===== config.mk =====
export PLATFORM = sky130hd
export DESIGN_NAME = cfg_loader
export DESIGN_NICKNAME = d
export VERILOG_FILES = /design/src/rtl/cfg_loader.sv
export SDC_FILE = /design/constraint.sdc
export NUM_CORES = 1
export LEC_CHECK = 0
export CAP_MARGIN = 20
export CORE_UTILIZATION = 44
export CTS_CLUSTER_DIAMETER = 200
export CTS_CLUSTER_SIZE = 30
export DETAILED_ROUTE_END_ITERATION = 6
export HOLD_SLACK_MARGIN = 0.06
export PLACE_DENSITY = 0.75
export SLEW_MARGIN = 25
export SYNTH_ARGS = -nofsm -noshare
export SYNTH_HDL_FRONTEND = slang
export SYNTH_SLANG_ARGS = --single-unit

===== constraint.sdc =====
create_clock -name clk -period 1.7 [get_ports clk]
set_clock_uncertainty 0.15 [all_clocks]
set_input_delay 0.17 -clock clk [delete_from_list [all_inputs] [get_ports clk]]
set_output_delay 0.17 -clock clk [all_outputs]
set_load 0.01 [all_outputs]

===== src/rtl/cfg_loader.sv =====
// Byte-stream configuration loader: turns addressed, broadcast or sequential
// stream writes into a shared cfg_out bus plus one-hot per-block write strobes.
module cfg_loader #(
  parameter int NUM_BLOCKS = 16
) (
  input  logic                  clk,
  input  logic                  rst_n,
  input  logic [7:0]            cfg_data,
  input  logic                  cfg_valid,
  output logic                  cfg_ready,
  input  logic                  stream_mode,
  output logic [7:0]            cfg_out,
  output logic [NUM_BLOCKS-1:0] set_x,
  output logic [NUM_BLOCKS-1:0] set_y,
  output logic [NUM_BLOCKS-1:0] set_ab,
  output logic [NUM_BLOCKS-1:0] set_cx,
  output logic                  done,
  output logic                  cmd_err
);

  localparam int              W_W    = $clog2(4 * NUM_BLOCKS);
  localparam logic [W_W-1:0] W_LAST = W_W'(4 * NUM_BLOCKS - 1);

  typedef enum logic [1:0] {S_ADDR, S_DATA, S_STROBE, S_STREAM} state_t;

  state_t                  state, state_nxt;
  logic [W_W-1:0]          w;
  logic [7:0]              addr;
  logic                    accept;
  logic                    load;
  logic [1:0]              sel_reg;
  logic [NUM_BLOCKS-1:0]   sel_vec;
  logic                    sel_err;
  logic                    sel_last;

  function automatic logic [NUM_BLOCKS-1:0] block_vec(input int idx);
    logic [NUM_BLOCKS-1:0] v;
    v = '0;
    for (int i = 0; i < NUM_BLOCKS; i++) begin
      if (i == idx) v[i] = 1'b1;
    end
    return v;
  endfunction

  assign cfg_ready = (state != S_STROBE);
  assign accept    = cfg_valid && cfg_ready;
  assign load      = accept && ((state == S_DATA) || (state == S_STREAM && stream_mode));

  always_comb begin
    state_nxt = state;
    case (state)
      S_ADDR: begin
        if (stream_mode)  state_nxt = S_STREAM;
        else if (accept)  state_nxt = S_DATA;
      end
      S_DATA: begin
        if (accept) state_nxt = S_STROBE;
      end
      S_STROBE: begin
        state_nxt = stream_mode ? S_STREAM : S_ADDR;
      end
      S_STREAM: begin
        if (!stream_mode) state_nxt = S_ADDR;
        else if (accept)  state_nxt = S_STROBE;
      end
      default: state_nxt = S_ADDR;
    endcase
  end

  // Target decode: stream position in S_STREAM, latched address otherwise
  always_comb begin
    sel_reg  = addr[7:6];
    sel_vec  = '0;
    sel_err  = 1'b0;
    sel_last = 1'b0;
    if (state == S_STREAM) begin
      sel_reg  = w[1:0];
      sel_vec  = block_vec(int'(w >> 2));
      sel_last = (w == W_LAST);
    end else if (addr[5:0] == 6'd63) begin
      sel_vec = '1;
    end else if (int'(addr[5:0]) < NUM_BLOCKS) begin
      sel_vec = block_vec(int'(addr[5:0]));
    end else begin
      sel_err = 1'b1;
    end
  end

  always_ff @(posedge clk or negedge rst_n) begin
    if (!rst_n) begin
      state   <= S_ADDR;
      w       <= '0;
      addr    <= '0;
      cfg_out <= '0;
      set_x   <= '0;
      set_y   <= '0;
      set_ab  <= '0;
      set_cx  <= '0;
      done    <= 1'b0;
      cmd_err <= 1'b0;
    end else begin
      state   <= state_nxt;
      set_x   <= '0;
      set_y   <= '0;
      set_ab  <= '0;
      set_cx  <= '0;
      done    <= 1'b0;
      cmd_err <= 1'b0;
      if (state == S_ADDR && !stream_mode && accept) addr <= cfg_data;
      if (load) begin
        cfg_out <= cfg_data;
        cmd_err <= sel_err;
        done    <= sel_last;
        case (sel_reg)
          2'd0:    set_x  <= sel_vec;
          2'd1:    set_y  <= sel_vec;
          2'd2:    set_ab <= sel_vec;
          default: set_cx <= sel_vec;
        endcase
        if (state == S_STREAM) w <= sel_last ? '0 : w + 1'b1;
      end
      // Leaving stream mode abandons any partial load
      if ((state == S_STREAM || state == S_STROBE) && !stream_mode) w <= '0;
    end
  end

endmodule


==> metrics.md, run 1 <==
| Metric | Value |
|---|---|
| Pwr dens | between 900 and 1000 nW/µm² |
| Buffers and inverters on the worst path | 0 |
| Inst Count DP | ~500 |
| Min-delay worst type | input port to async pin |
| Die Ht | ~92 µm |
| Layout cells sized above 1 | 0.300 |
| Post-synth net total | roughly 310 |
| Synth unique cells | 52 |
| R2R setup slack | 0.0001 ns |
| Setup TNS | 0 ns |
| Minimum clock period | 1.70 ns |
| Status | completed |
| Crit path max fanout | 6 |
| Global routing usage on met1 | 0.271 |
| Total die area | ~8400 µm² |
| Filler instances | around 580 |
| Io pins | between 80 and 90 |
| HPWL after DPL | a little under 6000 µm |
| Leak pwr | about 2.2 nW |
| N_diodes | 0 |
| Routed len/inst | 15.9 µm |
| Core area | 7730 µm² |
| Die Width | roughly 92 µm |
| Crit path capture type | flip-flop |
| First-pass iteration count of the detailed router | 4 |
| FFs w/ async S/R, synth | 1.00 |
| Synth Register Bits | 90 |
| Post-synth top area share | 0.639 |
| Most frequent cell after synthesis | dfrtp_1 |
| Most frequent cells after synthesis | dfrtp_1 (90), nor2_1 (74), mux2_2 (16) |
| Rel. slew slack | 0.666 |
| Worst endpoint data arrival time | approximately 1.8 ns |
| Sequential share of the synthesized area | 0.639 |
| CP max stage delay | 0.45 ns |
| YS warnings | 0 |
| Max Cap Viol | 0 |
| RSZ-0062 raised after global routing | true |
| First-pass GRT wire length | 13300 µm |
| Cell count after synthesis | around 300 |
| # nets final | around 430 |
| Rows | 32 |
| GR peak layer | met2 |
| TritonCTS Sinks | 90 |
| Fin crit share | 1.00 |
| IO buf count | 86 |
| Starting Density | 0.456 |
| TritonCTS Buffers | 9 |
| Cell taking the most area after synthesis | dfrtp_1 |
| CP max stage cell | dfrtp_2 |
| Clock-pin slew on the worst setup and hold paths | approximately 0.09 ns |
| ANT nets after route | 0 |
| Worst-Margin Slew | about 0.5 ns |
| Number of synthesized flops with an enable pin | 0 |
| Mean number of vias per cell | 5.25 |
| DR iter-0 viols | 150 |
| Largest net degree at the start of global routing | 91 |
| Routing usage on met3 | 0.0352 |
| Delay-heaviest family, CP | simple AND/OR/NAND/NOR gates |
| CTS root buffer | clkbuf_8 |
| Non-filler cells, final | 525 |
| Post-Syn Area | around 3500 µm² |
| Setup-failing EPs final | 0 |
| Via count | roughly 2800 |
| Clk Latency, worst-skew pair | ~0.36 ns |
| Grt total ovfl | 0 |
| Vias in the first global route | 2643 |
| Max-slew violation count | 0 |
| DP Area | 4730 µm² |
| Ranking of synthesized cells by area | dfrtp_1 (64%), nor2_1 (7.9%), mux2_2 (5.1%), a221oi_1 (1.5%), a22oi_1 (1.1%) |
| Fmax | between 0.5 and 0.6 GHz |
| Maximum root-to-sink buffer count | 2 |
| Grt met2 use | 0.340 |
| WS Path Type | flip-flop to flip-flop |
| Total track usage | 0.209 |
| Antenna violations before repair | 0 |
| Routed WL | 8350 µm |
| Startpoint Class | flip-flop |
| Critical path, cell by cell | or3_4 -> nor3_4 -> a221oi_2 -> nor2_1 |
| Post-route DRC | 0 |
| GP Congestion | between 0.9 and 1 |
| CP required | approximately 1.8 ns |
| H-tree levels | 3 |
| Hold Vio Cnt, Final | 0 |
| Fin area | around 5300 µm² |
| Post-Syn Area per Cell | ~12 µm² |
| Area Overhead vs Synth | 49.6% |
| Peak VDD IR | ~0.68 mV |
| Most used DFF post-synth | dfrtp_1 |
| CTS tree | built |
## cells by family after synthesis
logic type	count (synthesis)	synth area share
buffers and inverters	15	0.0259
xor gates and xnor gates	2	0.00497
AOI/OAI and AO/OA	43	0.0944
DFF	90	0.639
adders and majority gates	1	0.00355
and+or+nand+nor	127	0.181
muxes	16	0.0511
## path summary, 6_finish.rpt
kind                                         from                     end  depth (start not counted)
min in group clk                      cfg_data[0]     addr[0]$_DFFE_PN0P_                          3
min                                         rst_n    set_ab[10]$_DFF_PN0_                          3
max reg2reg                   addr[5]$_DFFE_PN0P_    set_cx[13]$_DFF_PN0_                          4
min reg2reg                cfg_out[7]$_DFFE_PN0P_  cfg_out[7]$_DFFE_PN0P_                          1
max in group asynchronous                   rst_n     addr[4]$_DFFE_PN0P_                          3
max                           addr[5]$_DFFE_PN0P_    set_cx[13]$_DFF_PN0_                          4
## area by class of cell
cell class,count,area (µm²),share of cell area
sequential,90,2260,0.428
multi-input combinational,189,1460,0.277
timing repair buffer,127,1250,0.236
clock buffer,10,138,0.0261
tap,102,128,0.0242
clock inverter,5,37.5,0.00712
inverter,2,7.51,0.00142
## registers in the layout, summed over array words and instances (netlist names)
register  flops
addr          8
cfg_out       8
cmd_err       1
done          1
set_ab       16
set_cx       16
set_x        16
set_y        16
state         2
w             6
## layer usage
metal | wire [µm] | vias up
li1 | - | 1273
met1 | 3550 | 1357
met2 | 4070 | 104
met3 | 425 | 23
met4 | 301 | 0
met5 | 0 | -
## worst min-delay path, cell delays in order
cell and delay (ns):
dlygate4sd3_1 0.53, buf_4 0.12, buf_12 0.35
## cell usage in the layout (no fill, tap or decap), drive strengths merged, types with 2 or more instances in the layout
cell            n
a22oi           5
nand2          10
clkbuf         10
or3             2
buf            41
nand4           2
a211oi          2
o22ai           5
a21oi           4
and3            4
a32oi           2
nand3           4
clkinvlp        2
inv             4
xor2            2
dfrtp          90
a41oi           3
a221oi          6
nor4b           2
clkdlybuf4s50  84
o21ai           9
mux2           16
and2            4
nor3            6
nor2b           5
nand2b          2
nor2           75
nor3b           6
## per-stage QoR
stage               hold slack, ns   util  total power (W)  worst slack [ns]
floorplan                   -0.276      -          0.00302            0.0211
global placement            0.0902  0.612          0.00353            -0.131
detailed placement          0.0915  0.612          0.00356            -0.182
CTS                          0.262  0.649          0.00494           -0.0715
global route                 0.269  0.683          0.00535           -0.0826
finish                       0.231  0.683          0.00513          0.000105
## where the power goes
group / internal, W / total (W) / switching [W]
Sequential: 0.00229 / 0.00243 / 0.000148
Combinational: 0.000694 / 0.00139 / 0.000691
Clock: 0.000570 / 0.00131 / 0.000735
## timing repair
item                                    in CTS  in global routing
setup buffers                                1                  7
gates resized for setup                     21                 43
endpoints found under the setup margin      60                 73
hold buffers                                 1                  0
hold endpoints to repair                    90                  0
pin swaps                                    4                 16
(Power assumes the default switching activity.)
==> run 2: changes to the inputs <==
--- a/config.mk
+++ b/config.mk
@@ -10,6 +10,7 @@
 export CTS_CLUSTER_DIAMETER = 200
 export CTS_CLUSTER_SIZE = 30
 export DETAILED_ROUTE_END_ITERATION = 6
+export GPL_ROUTABILITY_DRIVEN = 0
 export HOLD_SLACK_MARGIN = 0.06
 export PLACE_DENSITY = 0.75
 export SLEW_MARGIN = 25
==> run 2 against run 1 <==
The run now ends with negative setup slack left. Sequential cell count unchanged. Sequential share of layout area increased by 0.61 points. Count of clock-buffer cells in the layout stayed put. Largest cell class unchanged.
==> metrics.md, run 2 (synthesis gave the netlist of run 1 again) <==
| Metric | Value |
|---|---|
| Worst endpoint data arrival time | roughly 1.9 ns |
| Die Width | just over 90 µm |
| # nets final | roughly 430 |
| H-tree levels | 3 |
| Inst Count DP | 502 |
| Grt total ovfl | 0 |
| Non-filler cells, final | 525 |
| FF-to-FF End | set_ab[4]$_DFF_PN0_ |
| Vias in the first global route | 2651 |
| Worst-Margin Slew | ~0.52 ns |
| Fin Hold WS | about 0.18 ns |
| R2R setup slack | -0.04 ns |
| Final worst slack | -0.0434 ns |
| First-pass iteration count of the detailed router | 4 |
| Filler instances | 566 |
| Pwr dens | a little under 1000 nW/µm² |
| Post-route DRC | 0 |
| Highest-count cells in the layout ignoring fill and taps | dfrtp_1 (85), clkdlybuf4s50_1 (84), nor2_1 (70) |
| Antenna violations before repair | 0 |
| Via count | 2747 |
| Peak VDD IR | between 0.7 and 0.8 mV |
| DR iter-0 viols | 98 |
| Maximum root-to-sink buffer count | 2 |
| DP Area | approximately 4700 µm² |
| HPWL after DPL | between 5000 and 6000 µm |
| Crit path capture type | flip-flop |
| Clk Latency, worst-skew pair | 0.36 ns |
| TritonCTS Buffers | 9 |
| Io pins | 87 |
| Startpoint Class | flip-flop |
| Routed len/inst | 15.8 µm |
| N_diodes | 0 |
| CTS root buffer | clkbuf_8 |
| Crit path max fanout | 7 |
| ANT nets after route | 0 |
| Min-delay worst type | input port to async pin |
| RSZ-0062 raised after global routing | true |
| Fmax | about 0.57 GHz |
| Mean number of vias per cell | 5.23 |
| Fin crit share | 1.03 |
| Starting Density | 0.456 |
| Clock-pin slew on the worst setup and hold paths | about 0.10 ns |
| Status | finished, violations left |
| Rel. slew slack | 0.654 |
| First-pass GRT wire length | between 10000 and 15000 µm |
| Largest net degree at the start of global routing | 52 |
| R2R depth | 5 |
| Max-slew violation count | 0 |
| Hold Vio Cnt, Final | 0 |
| Total die area | between 8000 and 9000 µm² |
| Total track usage | 0.209 |
| Max Cap Viol | 0 |
| Crit. Startpoint | addr[5]$_DFFE_PN0P_ |
| TritonCTS Sinks | 90 |
| Minimum clock period | between 1.5 and 2 ns |
| Power Total | slightly above 0.005 W |
| Area Overhead vs Synth | 47.5% |
| Core area | 7730 µm² |
| Commonest non-fill, non-tap cell in the layout | dfrtp_1 |
| Routed WL | 8270 µm |
| Layout cells sized above 1 | 0.291 |
| Critical R2R Launch | addr[5]$_DFFE_PN0P_ |
| IO buf count | 86 |
| WS Path Type | flip-flop to flip-flop |
| Fin area | 5200 µm² |
| Failing checks | negative setup slack |
| CTS tree | built |
| Setup-failing EPs final | 13 |
| Setup TNS | -0.297 ns |
| Leak pwr | between 2 and 2.5 nW |
| Die Ht | approximately 92 µm |
| CP required | between 1.5 and 2 ns |
| Rows | 32 |
==> run 2: power by group <==
group          switching (W)  leakage (nW)  internal (W)
combinational       0.000644         0.891      0.000638
sequential          0.000152          1.21       0.00229
clock               0.000775        0.0835      0.000546
==> run 2: layout make-up <==
type	count	area, µm²	share of cell area
Clock buffer	10	128	0.0245
Clock inverter	6	50.0	0.00962
Inverter	2	7.51	0.00144
Multi-Input combinational cell	189	1390	0.267
Sequential cell	90	2260	0.434
Tap cell	102	128	0.0245
Timing Repair Buffer	126	1240	0.239
==> run 2: per-stage QoR <==
| step | setup WS, ns | utilization |
|---|---|---|
| after global placement | -0.122 | 0.612 |
| after detailed placement | -0.174 | 0.612 |
| after floorplan | 0.0211 | - |
| final | -0.0434 | 0.673 |
| after CTS | -0.0228 | 0.653 |
| after global routing | -0.0937 | 0.673 |
==> run 2: repair_timing <==
action | in CTS | in global routing
pin swaps | 1 | 12
resized for setup | 27 | 28
gates cloned | 0 | 0
endpoints found under the setup margin | 63 | 76
buffers inserted | 0 | 5
hold endpoints to repair | 90 | 0
hold buffers | 2 | 0
==> run 2: worst max-delay path, cell delays in order, from the launching register on <==
cell	delay [ns]
dfrtp_2	0.45
or3_4	0.42
o32ai_2	0.23
a22oi_1	0.14
buf_4	0.19
nor2_2	0.10
==> run 2: how the worst max path moves through the flow <==
stage / endpoint / slack, ns / depth (start not counted)
floorplan: addr[2]$_DFFE_PN0P_ / 0.02 / 3
global placement: set_cx[1]$_DFF_PN0_ / -0.12 / 5
detailed placement: cfg_out[3]$_DFFE_PN0P_ / -0.17 / 5
CTS: set_y[2]$_DFF_PN0_ / -0.02 / 6
global route: set_ab[9]$_DFF_PN0_ / -0.09 / 6
finish: set_ab[4]$_DFF_PN0_ / -0.04 / 5
==> run 2: layer usage <==
metal,GRT usage,share of wire,wire length (µm),vias up
li1,-,-,-,1261
met1,0.272,0.44,3620,1361
met2,0.338,0.48,4000,108
met3,0.0394,0.057,470,17
met4,0.0952,0.022,186,0
met5,0,0,0,-
